File: config.mk
export PLATFORM = sky130hd
export DESIGN_NAME = estagio_memoria_dados
export DESIGN_NICKNAME = d
export VERILOG_FILES = /design/src/rtl/estagio_memoria_dados.sv
export SDC_FILE = /design/constraint.sdc
export NUM_CORES = 2
export LEC_CHECK = 0
export ABC_CLOCK_PERIOD_IN_PS = 5500
export CAP_MARGIN = 30
export CORE_MARGIN = 4
export CORE_UTILIZATION = 62
export CTS_BUF_LIST = sky130_fd_sc_hd__clkbuf_4 sky130_fd_sc_hd__clkbuf_8
export CTS_CLUSTER_DIAMETER = 80
export DETAILED_ROUTE_END_ITERATION = 6
export MAX_ROUTING_LAYER = met4
export PLACE_DENSITY = 0.8
export SYNTH_ARGS = -nofsm -noshare
export SYNTH_HDL_FRONTEND = slang
export SYNTH_SLANG_ARGS = --single-unit
export TNS_END_PERCENT = 5
File: constraint.sdc
create_clock -name clock -period 5.5 [get_ports clock]
set_input_delay 0.55 -clock clock [delete_from_list [all_inputs] [get_ports clock]]
set_output_delay 0.55 -clock clock [all_outputs]
set_load 0.02 [all_outputs]
File: src/rtl/estagio_memoria_dados.sv
// Memory-access stage after the ALU: lh/sh against a word-organised data RAM,
// passthrough of the ALU result for non-memory ops. sh is a read-modify-write.
module estagio_memoria_dados #(
    parameter int PALAVRAS    = 64,
    parameter int LARGURA_IDX = 6
) (
    input  logic        clock,
    input  logic        reset,
    input  logic        valido,
    output logic        pronto,
    input  logic        op_ler,
    input  logic        op_escrever,
    input  logic [31:0] endereco,
    input  logic [31:0] dado_escrita,
    output logic        resultado_valido,
    output logic [31:0] dado_lido,
    output logic        erro
);

    typedef enum logic [2:0] {
        OCIOSO,
        LER,
        MODIFICAR,
        ESCREVER,
        RESPONDER
    } estado_t;

    logic [31:0]            mem [PALAVRAS];
    estado_t                estado;
    logic [LARGURA_IDX-1:0] idx;
    logic                   meia;
    logic                   escrita;
    logic [15:0]            dado_sh;
    logic [31:0]            palavra;

    logic [31:0] lida;
    logic [15:0] meia_lida;
    logic        invalido;
    logic        sem_op;
    logic        dado_unused;

    assign lida        = mem[idx];
    assign meia_lida   = meia ? lida[31:16] : lida[15:0];
    assign sem_op      = !op_ler && !op_escrever;
    assign invalido    = (op_ler && op_escrever) || (!sem_op && endereco[0]);
    assign dado_unused = ^dado_escrita[31:16];

    always_ff @(posedge clock or negedge reset) begin
        if (!reset) begin
            estado           <= OCIOSO;
            pronto           <= 1'b1;
            resultado_valido <= 1'b0;
            dado_lido        <= '0;
            erro             <= 1'b0;
            idx              <= '0;
            meia             <= 1'b0;
            escrita          <= 1'b0;
            dado_sh          <= '0;
            palavra          <= '0;
        end else begin
            resultado_valido <= 1'b0;
            unique case (estado)
                OCIOSO: begin
                    if (valido) begin
                        pronto  <= 1'b0;
                        idx     <= endereco[LARGURA_IDX+1:2];
                        meia    <= endereco[1];
                        escrita <= op_escrever;
                        dado_sh <= dado_escrita[15:0];
                        if (invalido) begin
                            erro             <= 1'b1;
                            dado_lido        <= '0;
                            estado           <= RESPONDER;
                            resultado_valido <= 1'b1;
                        end else if (sem_op) begin
                            erro             <= 1'b0;
                            dado_lido        <= endereco;
                            estado           <= RESPONDER;
                            resultado_valido <= 1'b1;
                        end else begin
                            estado <= LER;
                        end
                    end
                end
                LER: begin
                    palavra <= lida;
                    if (escrita) begin
                        estado <= MODIFICAR;
                    end else begin
                        erro             <= 1'b0;
                        dado_lido        <= {{16{meia_lida[15]}}, meia_lida};
                        estado           <= RESPONDER;
                        resultado_valido <= 1'b1;
                    end
                end
                MODIFICAR: begin
                    if (meia) palavra[31:16] <= dado_sh;
                    else      palavra[15:0]  <= dado_sh;
                    estado <= ESCREVER;
                end
                ESCREVER: begin
                    erro             <= 1'b0;
                    dado_lido        <= '0;
                    estado           <= RESPONDER;
                    resultado_valido <= 1'b1;
                end
                RESPONDER: begin
                    estado <= OCIOSO;
                    pronto <= 1'b1;
                end
                default: begin
                    estado <= OCIOSO;
                    pronto <= 1'b1;
                end
            endcase
        end
    end

    // RAM is not reset; an asserted reset also suppresses the pending write
    always_ff @(posedge clock) begin
        if (reset && estado == ESCREVER) mem[idx] <= palavra;
    end

endmodule

==> impl_metrics.env <==
export IMPL_cts_resized=0
export IMPL_clk_path_buf_depth=4
export IMPL_syn_inst=4689
export IMPL_rsz0062_at_grt="no"
export IMPL_leakage_nw=30.76
export IMPL_status="finished, violations left"
export IMPL_port_buffers=87
export IMPL_firstDrtPassIters=7
export IMPL_cell_internal_pwr_w=0.03254
export IMPL_fin_nets=5159
export IMPL_clk_pin_slew_worst_paths_ns=0.06
export IMPL_fin_crit_ns=4.656
export IMPL_avgRoutedWirePerCell_um=36.79
export IMPL_gr_total_overflow=0
export IMPL_synth_fp_nets=4758
export IMPL_cts_buffers_inserted=337
export IMPL_hold_class="in -> async"
export IMPL_min_period_over_period_pct=84.65
export IMPL_cp_end_kind="register"
export IMPL_finalSetupViolCount=0
export IMPL_synth_cell_types=87
export IMPL_pwr_share_clk_pct=23.9
export IMPL_grt_usage_pct=37.86
export IMPL_most_common_layout_cells="edfxtp_1, clkbuf_8, buf_4"
export IMPL_synth_ff_type="edfxtp_1"
export IMPL_yosysSeqAreaShare_pct=76.63
export IMPL_die_w_um=374.6
export IMPL_clock_latency_ns=1.09
export IMPL_seqPwrFrac_pct=39.6
export IMPL_violations="design-rule violations"
export IMPL_yosys_top_cells_area="edfxtp_1, mux2_2, mux2i_1"
export IMPL_synth_area_per_cell_um2=17.77
export IMPL_path_class="reg -> reg"
export IMPL_cts_sinks=2142
export IMPL_drv_cap=0
export IMPL_yosys_area_top_type_share_pct=73.81
export IMPL_crit_chain="buf_12 -> nand2b_1 -> o22ai_1 -> o31ai_1 -> o221ai_1 -> nor4b_2 -> o221ai_1 -> o21a_1"
export IMPL_grt_max_degree=78
export IMPL_dr_total_vias=51880
export IMPL_fp_dieArea_um2=140300
export IMPL_ios=104
export IMPL_clock_tree_root_cell="clkbuf_8"
export IMPL_vias_per_cell=7.302
export IMPL_yosysWarnings=0
export IMPL_critPathSlowestCell="dfrtp_4"
export IMPL_core_um2=133500
export IMPL_start_util_pct=62.43
export IMPL_yosysTopAreaCell="edfxtp_1"
export IMPL_drc=10
export IMPL_slew_headroom_pct=23.91
export IMPL_synthToLayoutAreaGrowth_pct=13.12
export IMPL_combPwrFrac_pct=36.5
export IMPL_drive_gt1_share_pct=23.70
export IMPL_fmax_mhz=214.8
export IMPL_fin_ws_ns=0.8444
export IMPL_layout_filler_cells=7738
export IMPL_worstPathArrival_ns=5.59
export IMPL_ys_ff_latch=2142
export IMPL_synthArstFlopShare_pct=4.388
export IMPL_synth_area_um2=83320
export IMPL_preCtsSetupSlack_ns=1.161
export IMPL_cellPowerDensity_nw_per_um2=561.6
export IMPL_swShare_pct=38.52
export IMPL_switchingPower_w=0.02039
export IMPL_dp_hpwl_mm=150.8
export IMPL_grt_pass1_vias=49580
export IMPL_r2r_cells=8
export IMPL_drt_iter0_drc=10740
export IMPL_placed_cells=6511
export IMPL_worst_ep_required_time_ns=6.43
export IMPL_start_kind="register"
export IMPL_ant_nets=0
export IMPL_irDropWorstVdd_mv=0.4828
export IMPL_hold_violations=0
export IMPL_slowest_delay_ns=1.06
export IMPL_die_y_um=374.6
export IMPL_worst_path_most_repeated_cell="o221ai_1"
export IMPL_setup_tns_final_ns=0
export IMPL_antenna_found_initial=24
export IMPL_mostFrequentLayoutCell="edfxtp_1"
export IMPL_cts_tree="yes"
export IMPL_synth_edf_count=2048
export IMPL_path_max_fanout=42
export IMPL_fin_skew_ns=0.06234
export IMPL_grt_pass1_wl_mm=364.2
export IMPL_maxSlewViolCount=0
export IMPL_tightest_slew_ns=1.139
export IMPL_place_congestion=0.9987
export IMPL_cts_htree_levels=5
export IMPL_wl_mm=261.4
export IMPL_rows=134
export IMPL_stdcell_count=7105
==> worst max-delay path: cells and delay by family, from the launching register on <==
kind / cells / cell delay, ns
compound gates: 5 / 1.76
buf+inv: 1 / 0.34
flops: 1 / 1.06
simple gates: 2 / 1.34
==> power groups by stage <==
stage	clock, W	sequential [W]	combinational, W
after floorplan	0	0.0218	0.00887
after global placement	0	0.0213	0.0174
after detailed placement	0	0.0212	0.0180
after CTS	0.0126	0.0209	0.0181
after global routing	0.0134	0.0210	0.0193
final	0.0126	0.0210	0.0193
==> sequential cells by signal (all words and copies together), names as in the netlist <==
name              flops
escrita               1
estado                3
pronto                1
dado_sh              16
idx                   6
resultado_valido      1
palavra              32
meia                  1
erro                  1
mem                2048
dado_lido            32
==> through the flow <==
stage               utilization [%]  total power [W]  hold slack, ns  instance area [µm²]
global placement              65.78          0.03870          0.4170                87790
CTS                           70.54          0.05163         0.01639                94140
global route                  70.62          0.05365         0.07671                94240
detailed placement            65.93          0.03924          0.4212                87990
finish                        70.62          0.05293         0.06027                94250
floorplan                         -          0.03065          0.2544                83320
==> path summary, 6_finish.rpt <==
kind / slack [ns] / start / endpoint
max in group asynchronous: 4.33 / reset / palavra[17]
hold reg to reg: 0.48 / erro / erro
min in group clock: 0.10 / endereco[20] / dado_lido[20]
hold / removal: 0.06 / reset / dado_lido[8]
setup reg to reg: 0.84 / idx[2] / dado_lido[6]
setup / recovery: 0.84 / idx[2] / dado_lido[6]
==> final cells by class <==
type | instances | area (µm²) | share of cell area, %
Sequential cell | 2142 | 63910 | 67.80
Multi-Input combinational cell | 2210 | 18310 | 19.43
Clock buffer | 447 | 5508 | 5.844
Timing Repair Buffer | 391 | 3602 | 3.822
Tap cell | 1768 | 2212 | 2.347
Clock inverter | 118 | 616.8 | 0.6545
Antenna cell | 21 | 52.55 | 0.05576
Inverter | 8 | 40.04 | 0.04248
==> layer usage <==
metal  routed length, µm  vias up  share of wire, %  GRT usage (%)
met2              111200     5351                43          51.49
met4               20880        0               8.0          23.78
met1               81750    25330                31          47.47
met3               47520     1148                18          15.36
met5                   0        -                 0              -
li1                    -    20060                 -              -
==> what timing repair did <==
item	4_1_cts	5_1_grt
hold buffers	2	0
hold endpoints to repair	88	0
setup buffers	0	0
==> cell usage after synthesis, types with 17 or more instances <==
library cell and instances:
a211oi_1 38, nor3b_1 17, o21ai_0 109, a222oi_1 31, clkbuf_1 117, dfrtp_1 93
nand2b_1 35, a221oi_1 138, o22ai_1 63, o2bb2ai_1 32, o31ai_1 17, mux2_2 228
a21oi_1 145, buf_2 124, a22o_1 38, nor2_1 199, edfxtp_1 2048, a221o_1 72
buf_4 37, nand2_1 164, a31oi_1 65, a21o_1 22, mux2i_1 249, a22oi_1 200
mux4_2 76, buf_1 22, buf_6 29
==> cell families (layout without fill, tap and decap cells) <==
logic type	count (synthesis)	count (layout)	share of synthesized area, %
AOI/OAI and AO/OA	1094	1094	9.747
xor gates and xnor gates	1	1	0.01051
adders and majority gates	1	1	0.01201
buffers and inverters	337	964	2.132
DFF	2142	2142	76.63
muxes	561	561	8.249
other	0	21	0
and+or+nand+nor	553	553	3.215
Power figures use the tool's default switching activity.
